<file path="config.mk">
export PLATFORM = sky130hd
export DESIGN_NAME = traffic_phase_sequencer
export DESIGN_NICKNAME = d
export VERILOG_FILES = /design/src/rtl/traffic_pkg.sv /design/src/rtl/phase_timer.sv /design/src/rtl/traffic_phase_sequencer.sv
export SDC_FILE = /design/constraint.sdc
export NUM_CORES = 1
export LEC_CHECK = 0
export CAP_MARGIN = 20
export CORE_ASPECT_RATIO = 0.7
export CORE_MARGIN = 5
export CORE_UTILIZATION = 35
export CTS_BUF_LIST = sky130_fd_sc_hd__clkbuf_8
export CTS_CLUSTER_DIAMETER = 40
export DETAILED_ROUTE_END_ITERATION = 16
export DONT_BUFFER_PORTS = 1
export PLACE_DENSITY = 0.6
export SLEW_MARGIN = 0
export SYNTH_ARGS = -nofsm -noshare
export SYNTH_HDL_FRONTEND = slang
export SYNTH_SLANG_ARGS = --single-unit
</file>
<file path="constraint.sdc">
create_clock -name clk -period 3.34 [get_ports clk]
set_input_delay 0.334 -clock clk [delete_from_list [all_inputs] [get_ports clk]]
set_output_delay 0.334 -clock clk [all_outputs]
set_load 0.05 [all_outputs]
</file>
<file path="src/rtl/traffic_pkg.sv">
// traffic_pkg: light codes, controller states and a parameter helper for traffic_phase_sequencer
package traffic_pkg;
  localparam logic [1:0] LIGHT_RED = 2'b00;
  localparam logic [1:0] LIGHT_YEL = 2'b01;
  localparam logic [1:0] LIGHT_GRN = 2'b10;
  localparam logic [1:0] LIGHT_OFF = 2'b11;
  typedef enum logic [2:0] {
    RED_A    = 3'd0,
    NS_GRN   = 3'd1,
    NS_YEL   = 3'd2,
    RED_B    = 3'd3,
    EW_GRN   = 3'd4,
    EW_YEL   = 3'd5,
    PED_WALK = 3'd6,
    PREEMPT  = 3'd7
  } state_t;
  function automatic int max4(input int a, input int b, input int c, input int d);
    int m;
    m = a;
    if (b > m) m = b;
    if (c > m) m = c;
    if (d > m) m = d;
    return m;
  endfunction
endpackage

</file>
<file path="src/rtl/phase_timer.sv">
// phase_timer: loadable down counter; ports clk, reset_n, load, load_value in, zero out (count == 0)
module phase_timer #(
  parameter int W = 4,
  parameter logic [W-1:0] RESET_VALUE = '0
) (
  input  logic         clk,
  input  logic         reset_n,
  input  logic         load,
  input  logic [W-1:0] load_value,
  output logic         zero
);
  logic [W-1:0] count;
  always_ff @(posedge clk or negedge reset_n)
    if (!reset_n) count <= RESET_VALUE;
    else if (load) count <= load_value;
    else if (count != '0) count <= count - 1'b1;
  assign zero = count == '0;
endmodule

</file>
<file path="src/rtl/traffic_phase_sequencer.sv">
// traffic_phase_sequencer: NS/EW signal sequencer with ped walk and emergency preemption; ports clk, reset_n, ped_req, emerg_req, emerg_dir in; ns_light, ew_light, walk, ped_ack, phase out
module traffic_phase_sequencer
  import traffic_pkg::*;
#(
  parameter int GREEN_CYCLES  = 8,
  parameter int YELLOW_CYCLES = 3,
  parameter int ALLRED_CYCLES = 2,
  parameter int WALK_CYCLES   = 5
) (
  input  logic       clk,
  input  logic       reset_n,
  input  logic       ped_req,
  input  logic       emerg_req,
  input  logic       emerg_dir,
  output logic [1:0] ns_light,
  output logic [1:0] ew_light,
  output logic       walk,
  output logic       ped_ack,
  output logic [2:0] phase
);
  localparam int CW = $clog2(max4(GREEN_CYCLES, YELLOW_CYCLES, ALLRED_CYCLES, WALK_CYCLES)) + 1;
  state_t state, next;
  logic ped_pending, preempt_dir, expired, load, entering_walk, accept;
  logic [CW-1:0] load_value;
  always_comb begin
    next = state;
    case (state)
      RED_A:    if (expired) next = emerg_req ? PREEMPT : NS_GRN;
      NS_GRN:   next = (emerg_req && emerg_dir) ? NS_YEL : emerg_req ? PREEMPT : expired ? NS_YEL : NS_GRN;
      NS_YEL:   if (expired) next = RED_B;
      RED_B:    if (expired) next = emerg_req ? PREEMPT : EW_GRN;
      EW_GRN:   next = (emerg_req && !emerg_dir) ? EW_YEL : emerg_req ? PREEMPT : expired ? EW_YEL : EW_GRN;
      EW_YEL:   if (expired) next = ped_pending ? PED_WALK : RED_A;
      PED_WALK: if (expired) next = emerg_req ? PREEMPT : RED_A;
      default:  if (!(emerg_req && emerg_dir == preempt_dir)) next = preempt_dir ? EW_YEL : NS_YEL;
    endcase
  end
  // counter is reloaded on every state change, so it never needs to wrap
  assign load = next != state;
  assign load_value = (next == NS_GRN || next == EW_GRN) ? CW'(GREEN_CYCLES - 1) :
                      (next == NS_YEL || next == EW_YEL) ? CW'(YELLOW_CYCLES - 1) :
                      (next == RED_A || next == RED_B)   ? CW'(ALLRED_CYCLES - 1) :
                      (next == PED_WALK)                 ? CW'(WALK_CYCLES - 1) : '0;
  phase_timer #(.W(CW), .RESET_VALUE(CW'(ALLRED_CYCLES - 1))) u_timer (
    .clk(clk), .reset_n(reset_n), .load(load), .load_value(load_value), .zero(expired)
  );
  // a request arriving on the walk-entry edge re-arms the latch for the next round
  assign entering_walk = next == PED_WALK && state != PED_WALK;
  assign accept = ped_req && (!ped_pending || entering_walk);
  always_ff @(posedge clk or negedge reset_n)
    if (!reset_n) begin
      state <= RED_A;
      ped_pending <= 1'b0;
      preempt_dir <= 1'b0;
      ped_ack <= 1'b0;
    end else begin
      state <= next;
      ped_pending <= accept ? 1'b1 : entering_walk ? 1'b0 : ped_pending;
      ped_ack <= accept;
      if (next == PREEMPT && state != PREEMPT) preempt_dir <= emerg_dir;
    end
  assign ns_light = (state == NS_GRN || (state == PREEMPT && !preempt_dir)) ? LIGHT_GRN :
                    state == NS_YEL ? LIGHT_YEL : LIGHT_RED;
  assign ew_light = (state == EW_GRN || (state == PREEMPT && preempt_dir)) ? LIGHT_GRN :
                    state == EW_YEL ? LIGHT_YEL : LIGHT_RED;
  assign walk = state == PED_WALK;
  assign phase = state;
endmodule
</file>
==> summary.md <==
| Metric | Value |
|---|---|
| Ports | 14 |
| CP peak stage delay | 0.47 ns |
| Diode count | 0 |
| Hold_sp | ped_req |
| Fin util | 42.8% |
| Worst skew pair latency | 0.23 ns |
| Main synth FF type | dfrtp_1 |
| GR Overflow Total | 0 |
| FF-to-FF setup slack | 0.63 ns |
| Buf+Inv Stages, Crit Path | 1 |
| Post-route minimum period | 2.71 ns |
| Post-synthesis async set-or-reset flop share | 100% |
| Synth warn | 0 |
| Worst hold path type | input pin to register |
| RSZ-0062 raised after global routing | false |
| #FFs+latches synth | 10 |
| DRT Pass-1 Iters | 4 |
| Root buf cell | clkbuf_8 |
| Post-place setup slack | 0.626 ns |
| WP data arrival | 2.82 ns |
| Setup ws final | 0.630 ns |
| Die W | 66.9 um |
| CTS buffer count | 3 |
| Post-CTS setup buffer count | 0 |
| WL final | 1790 um |
| CP Max Fanout | 13 |
| Starting Density | 36.9% |
| Area contributors post-synth | dfrtp_1 28%, a21oi_1 6.9%, nor2_1 6.1% |
| Nets | 107 |
| First-pass GRT wire length | 3010 um |
| Crit-path cells | inv_1 > ha_1 > nor3b_4 > or2b_1 > a31oi_1 > o221ai_4 > xnor2_1 > or3_1 > mux2i_1 |
| Syn_nets | 99 |
| Clock Pin Slew Worst Setup and Hold Paths | 0.05 ns |
| F_max | 369 MHz |
| Slew Limit Fails | 0 |
| Longest Clk Path Bufs | 2 |
| Cell taking the most area after synthesis | dfrtp_1 |
| Post-DRT Antenna Nets | 0 |
| Pin count of the biggest net entering global routing | 16 |
| Hold endpoint | ped_pending |
| Core ar. | 2150 um2 |
| H-tree depth | 1 |
| Worst-Margin Slew | 0.668 ns |
| DRC Markers | 0 |
| R2R cell count | 9 |
| R2R Path Start | u_timer.count[0] |
| Post-synth EDFFs | 0 |
| Die H | 49.9 um |
| Vias/cell | 5.28 |
| Post-Layout Inst Area | 922 um2 |
| Gate Count Post-Synth | 93 |
| # rows | 14 |
| Netlist cell types | 39 |
| DP HPWL | 1410 um |
| Avg Inst Size Synth | 8.54 um2 |
| Worst slew margin | 55.3% |
| Antenna violations before repair | 0 |
| CP startpoint kind | register |
| RR Endpoint | u_timer.count[1] |
| Tcrit/Tclk final | 81.1% |
| DR iter-0 viols | 42 |
| Max Cap Violations | 0 |
| IO buf count | 0 |
| Gpl congestion | 0.910 |
| Via count | 697 |
| Dpl cell area | 857 um2 |
| Crit Path Category | register to register |
| Routed length per instance | 13.5 um |
| Tot GR Track Use | 12.1% |
| Setup violators final | 0 |
| Hold depth | 1 |
| Syn Std Cell Area | 795 um2 |
| Crit path max-delay family | simple AND/OR/NAND/NOR gates |
| Clk sinks | 10 |
| Vias in the first global route | 583 |
| Worst Path Required | 3.45 ns |
| CP endpoint kind | register |
| Setup TNS | 0 ns |
| DIE AREA | 3340 um2 |
| Area delta synth->final | 16.1% |
| CP max stage cell | nor3b_4 |
| Status | completed |
| Sequential-to-total area share from yosys stat | 31.7% |
| Worst Skew | 0.00360 ns |
| Endpoints failing hold | 0 |
| CTS tree | done |
| Area share of the largest cell type after synthesis | 28.3% |
| Share of post-route cells with drive strength above 1 | 19.0% |
-- per-stage QoR --
stage	hold WS, ns	std cells
after floorplan	0.0384	93
after global placement	0.0387	127
after detailed placement	0.0388	127
after CTS	0.199	132
after global routing	0.199	132
final	0.207	132
-- kinds of logic after synthesis --
family                   count (synthesis)  share of synthesized area, %
AND/OR/NAND/NOR                         32                          21.6
AO/OA/AOI/OAI                           26                          23.6
buffers and inverters                   13                          8.03
flip-flops                              10                          31.7
multiplexers                             6                          7.87
XOR/XNOR                                 4                          4.41
adder cells (fa/ha/maj)                  2                          2.83
-- per-layer routing --
metal / vias to the layer above / global-route usage [%] / share of wire, %
li1: 348 / - / -
met1: 319 / 18.8 / 49
met2: 30 / 13.2 / 39
met3: 0 / 5.68 / 11
met4: 0 / 5.05 / 0
met5: - / 0 / 0
-- cell usage after synthesis (2+ instances only) --
master / number
a21oi_1: 11
a311o_1: 2
buf_2: 3
dfrtp_1: 9
inv_1: 7
mux2_2: 2
mux2i_1: 4
nand2_1: 4
nand3_1: 2
nor2_1: 13
nor3_1: 2
o21ai_0: 3
o31ai_1: 2
or3_1: 2
xnor2_1: 3
-- worst max-delay path by stage --
| stage | from | to | slack [ns] | cells past startpoint |
|---|---|---|---|---|
| after detailed placement | u_timer.count[0] | u_timer.count[1] | 0.63 | 9 |
| final | u_timer.count[0] | u_timer.count[1] | 0.63 | 9 |
| after global routing | u_timer.count[0] | u_timer.count[1] | 0.42 | 9 |
| after global placement | u_timer.count[0] | u_timer.count[2] | 0.68 | 9 |
| after floorplan | phase[2] | u_timer.count[2] | 0.96 | 8 |
| after CTS | u_timer.count[0] | u_timer.count[1] | 0.61 | 9 |
-- area by class of cell --
| type | count | area, um2 |
|---|---|---|
| fillers | 215 | 1230 |
| multi-input cells | 70 | 479 |
| flip-flops and latches | 10 | 251 |
| repair buffers | 9 | 70.1 |
| clock buffers | 4 | 55.1 |
| well taps | 32 | 40.0 |
| inverters | 7 | 26.3 |
-- flip-flops by register name, indices dropped and copies added, names as in the netlist --
register       cells
ped_ack            1
ped_pending        1
preempt_dir        1
u_timer.count      4
phase              3
-- layout by cell type (no fill, tap or decap), drive strengths merged, types with 2 or more instances in the layout --
cell	instances
nor3	2
nor2	13
nor3b	2
a21oi	12
mux2	2
or3	2
nand2	4
inv	7
buf	8
dfrtp	9
clkbuf	4
xnor2	3
o31ai	2
mux2i	4
o21ai	3
nand3	2
a311o	2
-- what timing repair did --
action	4_1_cts	5_1_grt
gates resized for setup	0	0
endpoints found under the hold margin	10	0
hold buffers	1	0
Power is not shown: default switching activity piles up to over one toggle a cycle in this logic, so the estimate is an artifact.
==> variant 1, RTL diff (same settings) <==
Make the reset (`reset_n`) synchronous in 2 clocked blocks.
--- a/src/rtl/phase_timer.sv
+++ b/src/rtl/phase_timer.sv
@@ -11,5 +11,5 @@
 );
   logic [W-1:0] count;
-  always_ff @(posedge clk or negedge reset_n)
+  always_ff @(posedge clk)
     if (!reset_n) count <= RESET_VALUE;
     else if (load) count <= load_value;
--- a/src/rtl/traffic_phase_sequencer.sv
+++ b/src/rtl/traffic_phase_sequencer.sv
@@ -48,5 +48,5 @@
   assign entering_walk = next == PED_WALK && state != PED_WALK;
   assign accept = ped_req && (!ped_pending || entering_walk);
-  always_ff @(posedge clk or negedge reset_n)
+  always_ff @(posedge clk)
     if (!reset_n) begin
       state <= RED_A;
Behaviour: differs if reset_n is asserted again (counterexample within 4 cycles, from zero or initial values and one cycle with reset_n low); with reset_n held inactive, the same outputs for 10 cycles.
==> variant 1 against the original RTL <==
  * Setup slack better by 58 ps
  * Routed wire length up 20%
  * Utilization down 3.2 points
  * Synthesized cell count up 28%
  * Synthesized area up 8.0%
  * Critical path depth down 1
  * Die area up 6.6%
  * Non-clock buffer count down 4
  * Sequential cell count unchanged
  * Clock skew up 1.7 ps
  * Cell area up 3.1%
  * Fmax up 2.2%
  * Critical path type unchanged
  * Critical endpoint is now preempt_dir$_SDFFE_PN0P_
  * Largest cell class unchanged
  * Highest routed layer is now met4
==> variant 1: results <==
group,metric,value,unit
status,status,"complete, no violations",
final_layout,multi_input_area,603.1,µm²
drt,avgViaCountPerCell,5.752,
yosys,synth.distinct_cells,43,
drt,wl_met3,102,µm
yosys,seq_area_frac_synth,23.32,%
final_layout,comb.multi_input.count,94,
drt,drt-met1-wl,1.042,mm
drt,top_layer_used,"met4",
yosys,synthArstFlopShare,0,%
yosys,muxShareOfSynthArea,3.499,%
sta,maxSlewHeadroom,43.68,%
drt,wl_per_cell,14.01,µm
final_layout,n_clock_buffer,3,
yosys,synthCells,119,
final_layout,buffer_area_share,3.947,%
sta,fmax,377.1,MHz
yosys,syn_area,858.3,µm²
global_routing,grtUsageTotal,12.45,%
final_layout,drive_gt1_share,11.76,%
global_routing,grt_max_degree,20,
placement,gp_congestion,0.9152,
yosys,synth-xor-area-share,1.020,%
yosys,synth_commonest_cells,"11 x nor2_1, 11 x o21ai_0, 10 x dfxtp_1",
worst_setup_path,timing.rr.start,"u_timer.count[0]$_SDFFE_PN1P_",
drt,wl_met2,979,µm
final_layout,area_share_clock_buf_inv,4.342,%
global_routing,grt_use_met2,20.09,%
drt,totalWireLength,2.143,mm
[variant 1: worst max-delay path: stages (launching register included)]
cell and delay [ps]:
dfxtp_1 310, inv_1 90, ha_1 270, nor3b_2 450, a21boi_0 160, o311a_2 420
or2_1 280, or4b_1 480, a21oi_1 130
[variant 1: how the worst min path moves through the flow]
stage,from,to,slack [ps],cells past startpoint
after detailed placement,ped_req,ped_pending$_SDFFE_PN0P_,470,2
after global placement,ped_req,ped_pending$_SDFFE_PN0P_,470,2
after global routing,ped_req,ped_ack$_SDFF_PN0_,260,1
after CTS,ped_req,ped_pending$_SDFFE_PN0P_,230,2
after floorplan,ped_req,ped_pending$_SDFFE_PN0P_,460,2
final,ped_req,ped_pending$_SDFFE_PN0P_,230,2
[variant 1: where the power goes]
part / switching (µW) / internal [µW]
Clock: 40.7 / 78.3
Sequential: 88.2 / 158
Combinational: 460 / 293
==> variant 2, RTL diff (same flow settings) <==
Made on the original files. Change the parameter `GREEN_CYCLES` from 8 to 16.
--- a/src/rtl/traffic_phase_sequencer.sv
+++ b/src/rtl/traffic_phase_sequencer.sv
@@ -3,5 +3,5 @@
   import traffic_pkg::*;
 #(
-  parameter int GREEN_CYCLES  = 8,
+  parameter int GREEN_CYCLES  = 16,
   parameter int YELLOW_CYCLES = 3,
   parameter int ALLRED_CYCLES = 2,
Check against the original RTL: same outputs for any inputs over 10 cycles, from zero or initial values and one cycle with reset_n low; that may be too few to reach the edited logic, so the function may still have changed.
==> variant 2 against the original RTL <==
  * Critical path depth down 1
  * Cell area is 18% higher
  * Sequential cell count rose by 1
  * Setup slack worse by 81 ps
  * Non-clock buffer count decreased by 1
  * Routed wire length grew 25%
  * Via count is 25% higher
  * Synthesized area increased by 28%
  * Fmax shrank 2.9%
  * Critical path type unchanged
==> variant 2: results <==
group,metric,value,unit
status,status,"complete, no violations",
worst_setup_path,worstPathMaxFanout,7,
global_routing,grt_use_met2,18.09,%
yosys,synth_commonest_cells,"12 x nor2_1, 10 x dfrtp_1, 8 x inv_1, 8 x nand2_1, 7 x a21oi_1",
final_layout,n_clock_buffer,3,
drt,avgViaCountPerCell,5.463,
final_layout,largest_register_ffs,5,
final_layout,fin_util,39.25,%
yosys,muxShareOfSynthArea,9.136,%
clocking,h-tree-depth,1,
drt,drt-met1-wl,1.013,mm
global_routing,grt_pass1_vias,799,
placement,hpwl,1.754,mm
global_routing,grtUsageTotal,12.37,%
worst_setup_path,crit_arrival,2910,ps
sta,fin_skew,4.658,ps
sta,tightest_slew,881.0,ps
placement,gp_congestion,0.8859,
worst_setup_path,timing.rr.start,"u_timer.count[1]$_DFFE_PN0P_",
yosys,synth-xor-area-share,2.593,%
drt,drt_iter0_drc,47,
yosys,synthArstFlopShare,100.0,%
global_routing,grt_max_degree,20,
final_layout,comb.multi_input.count,93,
drt,wl_met3,193,µm
drt,totalWireLength,2.229,mm
final_layout,area_share_clock_buf_inv,4.124,%
final_layout,fillers,276,
final_layout,num-nonclk-buffers,8,
final_layout,drive_gt1_share,16.94,%
yosys,ys_top_cells_by_area,"dfrtp_1 25%, buf_6 5.6%, nor2_1 4.4%",
global_routing,grtUsageMet1,16.78,%
yosys,synth_compound_area_share,21.11,%
drt,top_layer_used,"met4",
global_routing,grt_pass1_wl,3.788,mm
placement,place_ws,557.7,ps
yosys,syn_nets,128,
final_layout,sh_seq_area,25.31,%
yosys,synth.distinct_cells,48,
final_layout,multi_input_area_share,57.96,%
worst_setup_path,worstSetupStartpoint,"u_timer.count[1]$_DFFE_PN0P_",
-- variant 2: cell types whose count changed after synthesis, moves of 2 or more --
cell      change
buf_6         +4
a211o_1       +2
buf_2         -3
a21oi_1       -4
and2_1        +2
nand2_1       +4
a311o_1       -2
nand2b_1      +2
nor2b_1       +3
o21ai_0       +2
clkbuf_2      +2
o21a_1        +2
nand3_1       +2
-- variant 2: worst paths after layout --
path	cells after the start	end	slack [ps]
worst max-delay path	8	u_timer.count[2]$_DFFE_PN0P_	550
worst min-delay path	1	ped_pending$_DFFE_PN0P_	210
worst max register to register	8	u_timer.count[2]$_DFFE_PN0P_	550
worst min register to register	2	ped_pending$_DFFE_PN0P_	530
max in group asynchronous	1	u_timer.count[0]$_DFFE_PN1P_	2470
min in group asynchronous	1	u_timer.count[3]$_DFFE_PN0P_	510
-- variant 2: kinds of logic (layout without fill, tap and decap cells) --
| group | count (synthesis) | count (layout) |
|---|---|---|
| AO/OA/AOI/OAI | 31 | 31 |
| XOR/XNOR | 3 | 3 |
| adder cells (fa/ha/maj) | 2 | 2 |
| buffers and inverters | 17 | 20 |
| flip-flops | 11 | 11 |
| multiplexers | 8 | 8 |
| AND/OR/NAND/NOR | 49 | 49 |
-- variant 2: stage by stage --
stage / cell area [µm²] / cells / hold slack, ps / total power, µW
6_report: 1092 / 160 / 207.4 / 808.8
5_1_grt: 1092 / 160 / 198.3 / 875.9
4_1_cts: 1092 / 160 / 202.5 / 813.6
3_5_place_dp: 1037 / 155 / 38.81 / 679.5
3_3_place_gp: 1037 / 155 / 38.72 / 665.9
2_1_floorplan: 1013 / 121 / 38.41 / 611.4
-- variant 2: critical path, stage by stage (launching register included) --
cell and delay (ps):
dfrtp_1 400, inv_1 90, ha_1 170, or4b_1 570, o21a_1 220, a2111o_1 400
mux2i_2 270, and3_2 250, mux2_1 310
